File: config.mk
export PLATFORM = sky130hd
export DESIGN_NAME = window_gate_flat
export DESIGN_NICKNAME = d
export VERILOG_FILES = /design/src/rtl/window_gate_pkg.sv /design/src/rtl/window_gate_if.sv /design/src/rtl/window_gate_chan.sv /design/src/rtl/window_gate.sv /design/src/flat_wrapper.sv
export SDC_FILE = /design/constraint.sdc
export NUM_CORES = 1
export LEC_CHECK = 0
export BUFFER_PORTS_ARGS = -buffer_cell sky130_fd_sc_hd__buf_2
export CORE_UTILIZATION = 55
export DETAILED_ROUTE_END_ITERATION = 10
export GPL_TIMING_DRIVEN = 0
export PLACE_DENSITY = 0.72
export SYNTH_ARGS = -nofsm -noshare
export SYNTH_HDL_FRONTEND = slang
export SYNTH_SLANG_ARGS = --single-unit
File: constraint.sdc
create_clock -name clk -period 21.9 [get_ports clk]
set_input_delay 4.38 -clock clk [delete_from_list [all_inputs] [get_ports clk]]
set_output_delay 4.38 -clock clk [all_outputs]
set_load 0.01 [all_outputs]
File: src/rtl/window_gate_pkg.sv
// window_gate_pkg: shared types and defaults for the multi-channel window gate.
// Optional feature macro used by this slice: WINDOW_GATE_HOLDOFF_EN.
package window_gate_pkg;

  // Default channel count and counter width.
  localparam int DEF_NCH   = 4;
  localparam int DEF_CNT_W = 32;

  // Per-channel retrigger policy. Reserved codes behave like IGNORE.
  typedef enum logic [1:0] {
    RM_IGNORE  = 2'd0,
    RM_RESTART = 2'd1,
    RM_RSVD2   = 2'd2,
    RM_RSVD3   = 2'd3
  } retrig_mode_e;

  // Channel FSM states. ST_HOLD is only reachable when the holdoff feature is built in.
  typedef enum logic [1:0] {
    ST_IDLE = 2'd0,
    ST_RUN  = 2'd1,
    ST_HOLD = 2'd2
  } state_e;

  // True only for the RESTART code, so reserved codes fall back to IGNORE.
  function automatic logic is_restart(input retrig_mode_e mode);
    return (mode == RM_RESTART);
  endfunction

endpackage

File: src/rtl/window_gate_if.sv
// window_gate_if: per-channel request/config/status bundle between the trigger
// distribution logic (master) and the window gate (slave).
// holdoff_cnt exists only when WINDOW_GATE_HOLDOFF_EN is defined.
interface window_gate_if
  import window_gate_pkg::*;
#(
  parameter int NCH   = DEF_NCH,
  parameter int CNT_W = DEF_CNT_W
) ();

  logic [NCH-1:0]       start;
  logic [NCH*CNT_W-1:0] delay_cnt;
  logic [NCH*CNT_W-1:0] total_cnt;
  logic [NCH*2-1:0]     retrig_mode;
  logic [NCH-1:0]       clr_ovr;
`ifdef WINDOW_GATE_HOLDOFF_EN
  logic [CNT_W-1:0]     holdoff_cnt;
`endif
  logic [NCH-1:0]       active;
  logic [NCH-1:0]       valid;
  logic [NCH-1:0]       first;
  logic [NCH-1:0]       last;
  logic [NCH-1:0]       overrun;

  // Trigger side: drives requests and configuration, observes window status.
  modport master (
    output start, delay_cnt, total_cnt, retrig_mode, clr_ovr,
`ifdef WINDOW_GATE_HOLDOFF_EN
    output holdoff_cnt,
`endif
    input  active, valid, first, last, overrun
  );

  // Gate side: consumes requests and configuration, produces window status.
  modport slave (
    input  start, delay_cnt, total_cnt, retrig_mode, clr_ovr,
`ifdef WINDOW_GATE_HOLDOFF_EN
    input  holdoff_cnt,
`endif
    output active, valid, first, last, overrun
  );

endinterface

File: src/rtl/window_gate_chan.sv
// window_gate_chan: one channel of the window gate. IDLE/RUN(/HOLD) FSM with a
// window index counter, per-window latched configuration and a sticky overrun flag.
// With WINDOW_GATE_HOLDOFF_EN a post-window dead time of holdoff_cnt cycles is added.
module window_gate_chan
  import window_gate_pkg::*;
#(
  parameter int CNT_W = DEF_CNT_W
) (
  input  logic             clk,
  input  logic             rst,
  input  logic             start,
  input  logic [CNT_W-1:0] delay_cnt,
  input  logic [CNT_W-1:0] total_cnt,
  input  logic [1:0]       retrig_mode,
  input  logic             clr_ovr,
`ifdef WINDOW_GATE_HOLDOFF_EN
  input  logic [CNT_W-1:0] holdoff_cnt,
`endif
  output logic             active,
  output logic             valid,
  output logic             first,
  output logic             last,
  output logic             overrun
);

  state_e           state_reg, state_next;
  logic [CNT_W-1:0] k_reg, k_next;
  logic [CNT_W-1:0] delay_reg, delay_next;
  logic [CNT_W-1:0] total_reg, total_next;
  retrig_mode_e     mode_reg, mode_next;
`ifdef WINDOW_GATE_HOLDOFF_EN
  logic [CNT_W-1:0] hold_k_reg, hold_k_next;
  logic [CNT_W-1:0] hold_len_reg, hold_len_next;
`endif

  logic active_reg, valid_reg, first_reg, last_reg, overrun_reg;
  logic active_next, valid_next, first_next, last_next, overrun_next;

  logic at_last;   // current RUN cycle is index total-1
  logic gap_req;   // a completed window must be followed by dead time
  logic start_ok;  // start that can open a window (non-zero length)
  logic start_bad; // start that asks for a zero-length window
  logic accept;    // open a fresh window next cycle
  logic ovr_set;   // this cycle's start is dropped or rejected
  logic run_next;

  assign at_last   = (k_reg == total_reg - CNT_W'(1));
  assign start_ok  = start && (total_cnt != '0);
  assign start_bad = start && (total_cnt == '0);
`ifdef WINDOW_GATE_HOLDOFF_EN
  assign gap_req   = (holdoff_cnt != '0);
`else
  assign gap_req   = 1'b0;
`endif

  // State register, counters, latched configuration and registered outputs.
  always_ff @(posedge clk) begin
    if (rst) begin
      state_reg    <= ST_IDLE;
      k_reg        <= '0;
      delay_reg    <= '0;
      total_reg    <= '0;
      mode_reg     <= RM_IGNORE;
`ifdef WINDOW_GATE_HOLDOFF_EN
      hold_k_reg   <= '0;
      hold_len_reg <= '0;
`endif
      active_reg   <= 1'b0;
      valid_reg    <= 1'b0;
      first_reg    <= 1'b0;
      last_reg     <= 1'b0;
      overrun_reg  <= 1'b0;
    end else begin
      state_reg    <= state_next;
      k_reg        <= k_next;
      delay_reg    <= delay_next;
      total_reg    <= total_next;
      mode_reg     <= mode_next;
`ifdef WINDOW_GATE_HOLDOFF_EN
      hold_k_reg   <= hold_k_next;
      hold_len_reg <= hold_len_next;
`endif
      active_reg   <= active_next;
      valid_reg    <= valid_next;
      first_reg    <= first_next;
      last_reg     <= last_next;
      overrun_reg  <= overrun_next;
    end
  end

  // Next-state logic: window acceptance, retrigger policy, holdoff and overrun detection.
  always_comb begin
    state_next = state_reg;
    k_next     = k_reg;
    delay_next = delay_reg;
    total_next = total_reg;
    mode_next  = mode_reg;
`ifdef WINDOW_GATE_HOLDOFF_EN
    hold_k_next   = hold_k_reg;
    hold_len_next = hold_len_reg;
`endif
    accept  = 1'b0;
    ovr_set = 1'b0;

    case (state_reg)
      ST_IDLE: begin
        if (start_ok) begin
          accept = 1'b1;
        end else if (start_bad) begin
          ovr_set = 1'b1;
        end
      end

      ST_RUN: begin
        if (at_last && gap_req) begin
          // Dead time wins over a back-to-back request; that start is rejected.
          state_next = ST_HOLD;
          ovr_set    = start;
`ifdef WINDOW_GATE_HOLDOFF_EN
          hold_k_next   = '0;
          hold_len_next = holdoff_cnt;
`endif
        end else if (at_last) begin
          if (start_ok) begin
            accept = 1'b1;
          end else begin
            state_next = ST_IDLE;
            ovr_set    = start_bad;
          end
        end else begin
          k_next = k_reg + CNT_W'(1);
          if (start) begin
            if (is_restart(mode_reg) && start_ok) begin
              accept = 1'b1;
            end else begin
              ovr_set = 1'b1;
            end
          end
        end
      end

      ST_HOLD: begin
`ifdef WINDOW_GATE_HOLDOFF_EN
        // The final hold cycle doubles as the acceptance point, so a held start
        // sees exactly holdoff_cnt inactive cycles between windows.
        if (hold_k_reg == hold_len_reg - CNT_W'(1)) begin
          if (start_ok) begin
            accept = 1'b1;
          end else begin
            state_next = ST_IDLE;
            ovr_set    = start_bad;
          end
        end else begin
          hold_k_next = hold_k_reg + CNT_W'(1);
          ovr_set     = start;
        end
`else
        state_next = ST_IDLE;
`endif
      end

      default: begin
        state_next = ST_IDLE;
      end
    endcase

    // A new window restarts the index and captures the request's configuration.
    if (accept) begin
      state_next = ST_RUN;
      k_next     = '0;
      delay_next = delay_cnt;
      total_next = total_cnt;
      mode_next  = retrig_mode_e'(retrig_mode);
    end
  end

  // Output decode from next state so every output is a plain flop.
  always_comb begin
    run_next     = (state_next == ST_RUN);
    active_next  = run_next;
    first_next   = run_next && (k_next == '0);
    valid_next   = run_next && (k_next >= delay_next);
    last_next    = run_next && (k_next == total_next - CNT_W'(1));
    overrun_next = ovr_set || (overrun_reg && !clr_ovr);
  end

  assign active  = active_reg;
  assign valid   = valid_reg;
  assign first   = first_reg;
  assign last    = last_reg;
  assign overrun = overrun_reg;

endmodule

File: src/rtl/window_gate.sv
// window_gate: NCH independent trigger-gated window generators. Slices the packed
// per-channel buses of window_gate_if and instantiates one window_gate_chan per channel.
// Build with WINDOW_GATE_HOLDOFF_EN to enable the shared post-window holdoff.
module window_gate
  import window_gate_pkg::*;
#(
  parameter int NCH   = DEF_NCH,
  parameter int CNT_W = DEF_CNT_W
) (
  input  logic          clk,
  input  logic          rst,
  window_gate_if.slave  bus
);

  logic [NCH-1:0] active_w;
  logic [NCH-1:0] valid_w;
  logic [NCH-1:0] first_w;
  logic [NCH-1:0] last_w;
  logic [NCH-1:0] overrun_w;

  genvar gi;
  generate
    for (gi = 0; gi < NCH; gi++) begin : g_chan
      window_gate_chan #(
        .CNT_W (CNT_W)
      ) u_chan (
        .clk         (clk),
        .rst         (rst),
        .start       (bus.start[gi]),
        .delay_cnt   (bus.delay_cnt[gi*CNT_W +: CNT_W]),
        .total_cnt   (bus.total_cnt[gi*CNT_W +: CNT_W]),
        .retrig_mode (bus.retrig_mode[gi*2 +: 2]),
        .clr_ovr     (bus.clr_ovr[gi]),
`ifdef WINDOW_GATE_HOLDOFF_EN
        .holdoff_cnt (bus.holdoff_cnt),
`endif
        .active      (active_w[gi]),
        .valid       (valid_w[gi]),
        .first       (first_w[gi]),
        .last        (last_w[gi]),
        .overrun     (overrun_w[gi])
      );
    end
  endgenerate

  assign bus.active  = active_w;
  assign bus.valid   = valid_w;
  assign bus.first   = first_w;
  assign bus.last    = last_w;
  assign bus.overrun = overrun_w;

endmodule
File: src/flat_wrapper.sv
// flat-port wrapper written by rule: the top's interface ports become plain ports
module window_gate_flat import window_gate_pkg::*;
#(
  parameter int NCH   = DEF_NCH,
  parameter int CNT_W = DEF_CNT_W
)
  (clk, rst, bus_start, bus_delay_cnt, bus_total_cnt, bus_retrig_mode, bus_clr_ovr, bus_active, bus_valid, bus_first, bus_last, bus_overrun);
  window_gate_if #(.NCH(NCH), .CNT_W(CNT_W)) bus_i ();
  input  logic clk;
  input  logic rst;
  input wire logic [$bits(bus_i.start)-1:0] bus_start;
  input wire logic [$bits(bus_i.delay_cnt)-1:0] bus_delay_cnt;
  input wire logic [$bits(bus_i.total_cnt)-1:0] bus_total_cnt;
  input wire logic [$bits(bus_i.retrig_mode)-1:0] bus_retrig_mode;
  input wire logic [$bits(bus_i.clr_ovr)-1:0] bus_clr_ovr;
  output wire logic [$bits(bus_i.active)-1:0] bus_active;
  output wire logic [$bits(bus_i.valid)-1:0] bus_valid;
  output wire logic [$bits(bus_i.first)-1:0] bus_first;
  output wire logic [$bits(bus_i.last)-1:0] bus_last;
  output wire logic [$bits(bus_i.overrun)-1:0] bus_overrun;
  assign bus_i.start = bus_start;
  assign bus_i.delay_cnt = bus_delay_cnt;
  assign bus_i.total_cnt = bus_total_cnt;
  assign bus_i.retrig_mode = bus_retrig_mode;
  assign bus_i.clr_ovr = bus_clr_ovr;
  assign bus_active = bus_i.active;
  assign bus_valid = bus_i.valid;
  assign bus_first = bus_i.first;
  assign bus_last = bus_i.last;
  assign bus_overrun = bus_i.overrun;
  window_gate #(.NCH(NCH), .CNT_W(CNT_W)) u_core (.clk(clk), .rst(rst), .bus(bus_i));
endmodule
Word level (Yosys, flattened, before mapping)

Cells that the tools add are included.

Register bits after elaboration: 420
Latch bits: 0
RAM bits: 0
Bits in read-only memories: 0
Bits of input ports: 274
Output and inout port bits: 20
Logic and storage cells: 212
Memories: 0

$add $sub $neg: 12
Multiply operators: 0
Div/mod/pow operators: 0
Magnitude comparators: 4
Equality and inequality tests: 20
Shift-type cells: 0
Mux-type cells: 84
Bitwise logic cells: 0
Reduce and logical (&&, ||, !) cells: 52

Operators with widths:

| operator                                                               | count |
|---|---|
| 32-bit 2-to-1 mux                                                      | 20 |
| 32-bit equality test                                                   | 8 |
| 32-bit zero test                                                       | 8 |
| 32-bit by 1-bit subtractor with 32-bit output (second input constant)  | 8 |
| 32-bit by 1-bit adder with 32-bit output (second input constant)       | 4 |
| 32-bit >= comparator                                                   | 4 |
| 32-bit nonzero test                                                    | 4 |
| 1-bit 2-to-1 mux                                                       | 40 |
| 1-bit logical AND                                                      | 28 |
| 2-bit by 1-bit equality test with 1-bit output (second input constant) | 12 |
| 2-bit 2-to-1 mux                                                       | 12 |
| 1-bit case mux with 2 select lines                                     | 8 |
| 2-bit case mux with 2 select lines                                     | 4 |
| 2-bit zero test                                                        | 4 |
| 1-bit zero test                                                        | 4 |
| 1-bit logical OR                                                       | 4 |

Depth between registers and ports, before layout

Gate-level depths: netlist of run 1.

Word-level depth: 11
Mapped depth: 34
Gate-level depth less buffers: 28

Hierarchy

Synthesis of run 1 repeated with hierarchy kept, for this count alone.

Cells, all modules: 4030
Area total of the unflattened synthesis: 31381.3 µm²

Modules (own cells, without submodules):

| module                                         | times used | cells each | area each (µm²) |
|---|---|---|---|
| window_gate_chan (u_core.g_chan[0].u_chan ...) | 2          | 1024       | 7908.8 |
| window_gate_chan (u_core.g_chan[3].u_chan)     | 1          | 1010       | 7935.1 |
| window_gate_chan (u_core.g_chan[2].u_chan)     | 1          | 972        | 7628.6 |

Worst setup path before layout of run 1

Ideal clock, no wire load.

Kind: input to register
From: input bus_total_cnt[101]
To: register u_core.g_chan[3].u_chan.last_reg
Library setup time: 114 ps
Data arrival time: 10597 ps
Required time: 21786 ps
Slack: 11189 ps
Stages: 26
Path buffers: 5
Path through: or3_1 -> or4b_1 -> or4_1 -> nor2_1 -> nand4_1 -> or2_2 -> nand2_1 -> o21bai_2 -> buf_2 -> buf_2 -> buf_2 -> buf_1 -> mux2i_1 -> ha_1 -> nand2b_1 -> or4_1 -> clkbuf_1 -> or4_1 -> nor3_1 -> xor2_1 -> mux2i_1 -> xnor2_1 -> o2111ai_1 -> a2111oi_0 -> nand4_1 -> a2111oi_0

Longest elaborated chain between the ends: 11
Elaborated cells on any way between the ends: 18
Those cells by class: add/sub: 1; eq/ne: 2; mux: 11; reduce/logical: 4

RTL lines:

| element                                       | RTL line                | RTL |
|---|---|---|
| from (decl)                                   | flat_wrapper.sv:13      | `input wire logic [$bits(bus_i.total_cnt)-1:0] bus_total_cnt;` |
| 32-bit nonzero test                           | window_gate_chan.sv:48  | `assign start_ok = start && (total_cnt != '0);` |
| 1-bit logical AND                             | window_gate_chan.sv:48  |  |
| 1-bit logical AND                             | window_gate_chan.sv:133 | `if (is_restart(mode_reg) && start_ok) begin` |
| 1-bit 2-to-1 mux                              | window_gate_chan.sv:133 |  |
| 1-bit 2-to-1 mux                              | window_gate_chan.sv:132 | `if (start) begin` |
| 1-bit 2-to-1 mux                              | window_gate_chan.sv:123 | `end else if (at_last) begin` |
| 1-bit case mux with 2 select lines            | window_gate_chan.sv:105 | `case (state_reg)` |
| 32-bit 2-to-1 mux                             | window_gate_chan.sv:168 | `if (accept) begin` |
| 32-bit by 1-bit subtractor with 32-bit output | window_gate_chan.sv:183 | `last_next = run_next && (k_next == total_next - CNT_W'(1));` |
| 32-bit equality test                          | window_gate_chan.sv:183 |  |
| 1-bit logical AND *                           | window_gate_chan.sv:183 |  |
| to (signal assigned)                          | window_gate_chan.sv:86  | `last_reg <= last_next;` |
| to (decl)                                     | window_gate_chan.sv:36  | `logic active_reg, valid_reg, first_reg, last_reg, overrun_reg;` |

Mark *: on every way between the ends. The rest lies on a longest branch, timed or not.
A chain may end at the register's enable or synchronous reset.

Final worst setup path of run 1

Same ends and word-level chain as after synthesis.

==> flow_summary.json, run 1 <==
{
  "leakage_nw": 15.2,
  "placed_area_um2": 33700,
  "synth_top_family_by_area": "simple AND/OR/NAND/NOR gates",
  "synth-compound-area-share": 0.129,
  "p_per_area_nw_per_um2": 63.0,
  "final.setup.tns_ns": 0,
  "min_period_over_period": 0.589,
  "synth_seq_area_share": 0.269,
  "synthTopCellsByCount": "nor2_1 (505), dfxtp_1 (420), nand2_1 (406)",
  "finalMaxSlewViolations": 0,
  "cts_resized": 0,
  "grt_usage": 0.386,
  "synth-seq-cells": 420,
  "tightest_slew_ns": 1.33,
  "skew_ns": 0.0194,
  "synth_mux_area_frac": 0.0662,
  "hold_class": "reg2reg",
  "power.total_mw": 2.23,
  "drive_gt1_frac": 0.116,
  "core_um2": 56300,
  "period_minus_slack_ns": 12.91,
  "path_class": "in2reg",
  "vias": 32300,
  "cp-end-kind": "register",
  "critPathMaxFanout": 10,
  "cts_sinks": 420,
  "die_w_um": 240,
  "yosys.area_share.adder": 0.0560,
  "postLayoutCellArea_um2": 35400,
  "synth_area_um2": 31300,
  "die_h_um": 240,
  "post_cts_buffers": 0,
  "nets": 4831,
  "numCtsBuffers": 50,
  "synth_top_area_share": 0.269,
  "r2r_slack_ns": 11.99,
  "grt_max_degree": 15,
  "clk_pin_slew_ns": 0.06,
  "first_pass_iters": 5,
  "row_count": 87,
  "grt-ovfl-total": 0,
  "syn_avg_cell_area_um2": 7.68,
  "setup_viol_count_final": 0,
  "start_util": 0.556,
  "drv_cap": 0,
  "first_iter_violations": 3649,
  "synth_top_flop_cell": "dfxtp_1",
  "portBuffers": 290,
  "cts-root-buf": "clkbuf_16",
  "wire_per_inst_um": 22.0,
  "area_growth_pct": 13.1,
  "io_pins": 294,
  "holdWs_ns": 0.454,
  "ys_types": 103,
  "viasPerCell": 6.19,
  "die_area_um2": 57800,
  "drc": 0,
  "syn_inst": 4072,
  "async_flop_share": 0,
  "yosysMostFrequentCell": "nor2_1",
  "totalWireLength_um": 115000,
  "place_ws_ns": 8.75,
  "synthXorXnorAreaFrac": 0.136,
  "clkLatencyLatePin_ns": 0.62,
  "grt_pass1_vias": 29400,
  "synth-simple-area-share": 0.296,
  "timing.final.ws_setup_ns": 8.99,
  "htree_levels": 2,
  "max-clock-path-buffers": 3,
  "grt_pass1_wl_um": 171000,
  "synth_top_cell_by_area": "dfxtp_1",
  "antenna_found_initial": 9,
  "status": "finished clean",
  "cts_hold_buf": 0,
  "setup.worst_path.start_class": "input port",
  "ant_nets": 0,
  "cts_tree": "done",
  "hold_viol": 0,
  "netlist_top_cells_area": "dfxtp_1 (27%), xnor2_1 (7.9%), mux2i_1 (6.1%)",
  "fmax_mhz": 77.5,
  "rsz0062_at_grt": "no",
  "synth_edf_count": 0,
  "relSlewSlack": 0.102,
  "globalplace.congestion": 1.01,
  "worstPathArrival_ns": 13.39,
  "cp_data_required_time_ns": 22.39,
  "vdd_drop_max_mv": 0.0660,
  "synth_warnings": 0,
  "dpl.hpwl_um": 89700
}
## path summary, 6_finish.rpt
kind                                                      startpoint                             endpoint  cells past startpoint
worst min register to register   u_core.g_chan[0].u_chan.mode_reg[1]  u_core.g_chan[0].u_chan.mode_reg[1]                      2
worst min-delay path             u_core.g_chan[0].u_chan.mode_reg[1]  u_core.g_chan[0].u_chan.mode_reg[1]                      2
worst max-delay path                              bus_total_cnt[101]         u_core.g_chan[3].u_chan.last                     28
worst max register to register  u_core.g_chan[1].u_chan.total_reg[8]         u_core.g_chan[1].u_chan.last                     28
## critical path: stages
cell       delay, ns
buf_2           0.12
or3_1           0.39
or4b_1          0.61
or4_1           0.52
nor2_1          0.34
nand4_1         0.30
or2_2           0.42
nand2_1         0.11
o21bai_2        0.20
buf_2           0.42
buf_2           0.45
buf_2           0.40
buf_1           0.68
mux2i_1         0.32
ha_1            0.24
nand2b_1        0.11
or4_1           0.41
clkbuf_1        0.17
nor4_1          0.52
nand2_1         0.26
nand2_1         0.17
nor2_1          0.08
nor4_1          0.44
a21oi_1         0.07
a221oi_1        0.41
o2111ai_1       0.20
nand4b_1        0.28
a2111oi_0       0.32
## per-layer routing
metal | wire length [µm] | global-route usage
met5 | 63 | 0.0113
met4 | 6120 | 0.193
met3 | 11000 | 0.0711
met2 | 50100 | 0.597
met1 | 47600 | 0.510
## logic make-up (layout without fill, tap and decap cells)
group                    after synthesis  count (layout)
multiplexers                         204             204
AO/OA/AOI/OAI                        625             625
AND/OR/NAND/NOR                     1855            1855
buffers and inverters                349             730
flip-flops                           420             420
adder cells (fa/ha/maj)              140             140
other                                  1               7
XOR/XNOR                             478             478
## cells in the final DEF, fill, tap and decap left out, drive strengths merged, types with 17 or more instances in the layout
| cell type | n |
|---|---|
| nand3b | 17 |
| a21o | 34 |
| inv | 89 |
| ha | 140 |
| dfxtp | 420 |
| a31oi | 26 |
| nand2b | 54 |
| and4 | 22 |
| or4 | 55 |
| nor4 | 112 |
| o31ai | 29 |
| nor3b | 20 |
| o21ai | 128 |
| and3 | 46 |
| nand2 | 408 |
| nor3 | 227 |
| buf | 392 |
| nor2 | 506 |
| a21boi | 19 |
| nand3 | 106 |
| xnor2 | 283 |
| nand4 | 91 |
| mux2i | 190 |
| a21oi | 221 |
| nor2b | 53 |
| xor2 | 190 |
| clkbuf | 225 |
| or3 | 68 |
## stage by stage
stage / std cells / utilization
floorplan: 4075 / -
global placement: 5121 / 0.599
detailed placement: 5121 / 0.599
CTS: 5212 / 0.629
global route: 5215 / 0.629
finish: 5215 / 0.629
## cell type report
type	count	area, µm²
plain buffers	263	1170
diodes	3	7.51
clock inverters	27	240
fillers	5356	20900
flip-flops and latches	420	8410
inverters	86	323
clock buffers	64	1450
multi-input cells	3306	21400
well taps	756	946
repair buffers	290	1450
## where the power goes
group	leakage, nW	total, mW	switching (mW)	internal [mW]
sequential	3.42	0.807	0.0173	0.790
combinational	10.9	0.552	0.343	0.209
clock	0.830	0.870	0.368	0.502
No activity file was read; power rests on OpenSTA's default activity.
==> inputs of run 2 (changes only) <==
Clock period 21.9 ns to 12.8 ns, I/O delays scaled along.
==> run 2 against run 1 <==
Compared with the run above:
- combinational power rose by 71%
- wire length is essentially flat
- sequential power grew 71%
- global-route usage hardly changed
- register-to-register slack lost 9.2 ns
- worst setup slack worse by 7.2 ns
- count of clock-buffer cells in the layout unchanged
- critical path depth is the same
- sequential cell count is the same
- power increased by 71%
- via count up 0.31%
- critical path type unchanged
- largest cell class unchanged
- largest power group unchanged
==> flow_summary.json, run 2 (synthesis gave the netlist of run 1 again) <==
{
  "status": "finished clean",
  "cts-root-buf": "clkbuf_16",
  "finalMaxSlewViolations": 0,
  "power_frac_comb": 0.248,
  "setup.worst_path.start_class": "input port",
  "dpl.hpwl_um": 89700,
  "placed_area_um2": 33700,
  "clkLatencyLatePin_ns": 0.62,
  "internal-power_mw": 2.57,
  "portBuffers": 290,
  "drive_gt1_frac": 0.116,
  "post_cts_buffers": 0,
  "row_count": 87,
  "path_class": "in2reg",
  "max-clock-path-buffers": 3,
  "clockPowerShare": 0.390,
  "hold_class": "reg2reg",
  "fin_util": 0.629,
  "cts_hold_buf": 0,
  "vdd_drop_max_mv": 0.113,
  "grt-ovfl-total": 0,
  "grt_pass1_vias": 29400,
  "regArea_um2": 8410,
  "viasPerCell": 6.21,
  "cts_resized": 0,
  "fillCellCount": 5355,
  "die_area_um2": 57800,
  "skew_ns": 0.0195,
  "start_util": 0.556,
  "die_h_um": 240,
  "cts_tree": "done",
  "leakage_nw": 15.2,
  "grt_pass1_wl_um": 171000,
  "first_pass_iters": 6,
  "grt_usage": 0.385,
  "tightest_slew_ns": 1.35,
  "first_iter_violations": 3652,
  "setup_viol_count_final": 0,
  "p_per_area_nw_per_um2": 108,
  "grt_max_degree": 15,
  "cp_slowest_stage_delay_ns": 0.69,
  "power_frac_seq": 0.362,
  "clk_pin_slew_ns": 0.06,
  "io_pins": 294,
  "period_minus_slack_ns": 11.04,
  "postLayoutCellArea_um2": 35400,
  "totalWireLength_um": 115000,
  "globalplace.congestion": 1.01,
  "final_common_cell": "nor2_1",
  "die_w_um": 240,
  "hold_viol": 0,
  "power_switching_mw": 1.25,
  "rsz0062_at_grt": "no",
  "cpMaxStageDelayCell": "buf_1",
  "wire_per_inst_um": 22.0,
  "cp_data_required_time_ns": 13.29,
  "nets": 4831,
  "antenna_found_initial": 9,
  "drc": 0,
  "critPathMaxFanout": 10,
  "p_sw_frac": 0.327,
  "cts_sinks": 420,
  "min_period_over_period": 0.863,
  "relSlewSlack": 0.0944,
  "r2r_slack_ns": 2.84,
  "path_common_cell": "buf_2",
  "worstPathArrival_ns": 11.53,
  "multiInputGateArea_um2": 21400,
  "ant_nets": 0,
  "vias": 32400,
  "numCtsBuffers": 50,
  "area_growth_pct": 13.1,
  "core_um2": 56300,
  "fmax_mhz": 90.6,
  "final.setup.tns_ns": 0,
  "drv_cap": 0,
  "htree_levels": 2,
  "cp-end-kind": "register",
  "final_cell_mix": "nor2_1 (505), dfxtp_1 (420), nand2_1 (406), buf_2 (336), xnor2_1 (283)"
}
==> run 2: cell count changes in the layout (fill, tap and decap cells not counted) <==
cell | previous run | this run
diode_2 | 3 | 4
==> run 2: final cells by class <==
| cell class | instances | area share |
|---|---|---|
| inverter | 86 | 0.00912 |
| antenna | 4 | 0.000283 |
| tap | 756 | 0.0267 |
| clock buffer | 64 | 0.0409 |
| sequential | 420 | 0.238 |
| clock inverter | 27 | 0.00679 |
| timing repair buffer | 290 | 0.0410 |
| multi-input combinational | 3306 | 0.604 |
| buffer | 263 | 0.0332 |
==> run 2: critical path: cells and delay by family <==
kind,cells,cell delay (ns)
compound gates,5,1.17
mux,1,0.32
fa+ha+maj,1,0.24
simple gates,15,4.97
buf+inv,6,2.22
==> run 2: worst paths after layout <==
path                                                           start                             endpoint  depth (start not counted)
worst max-delay path                              bus_total_cnt[101]         u_core.g_chan[3].u_chan.last                         28
worst min-delay path             u_core.g_chan[0].u_chan.mode_reg[1]  u_core.g_chan[0].u_chan.mode_reg[1]                          2
worst max register to register  u_core.g_chan[1].u_chan.total_reg[8]         u_core.g_chan[1].u_chan.last                         28
worst min register to register   u_core.g_chan[0].u_chan.mode_reg[1]  u_core.g_chan[0].u_chan.mode_reg[1]                          2
==> run 2: layer usage <==
layer	vias up	wire, µm	track usage
li1	15200	-	-
met1	15100	47500	0.510
met2	1770	50300	0.597
met3	348	11000	0.0711
met4	10	6030	0.193
met5	-	63	0.0113
==> run 2: metrics by stage <==
stage	cells	power, mW	hold slack (ns)	setup slack (ns)
2_1_floorplan	4075	2.03	0.431	3.91
3_3_place_gp	5121	2.32	0.442	1.45
3_5_place_dp	5121	2.32	0.447	1.47
4_1_cts	5212	3.80	0.455	2.11
5_1_grt	5215	3.95	0.473	1.39
6_report	5216	3.82	0.453	1.76
==> run 2: power by group through the flow <==
stage | clock, mW | combinational [mW] | sequential, mW
5_1_grt | 1.55 | 1.02 | 1.38
2_1_floorplan | 0 | 0.634 | 1.40
6_report | 1.49 | 0.945 | 1.38
4_1_cts | 1.50 | 0.919 | 1.38
3_3_place_gp | 0 | 0.910 | 1.41
3_5_place_dp | 0 | 0.912 | 1.41
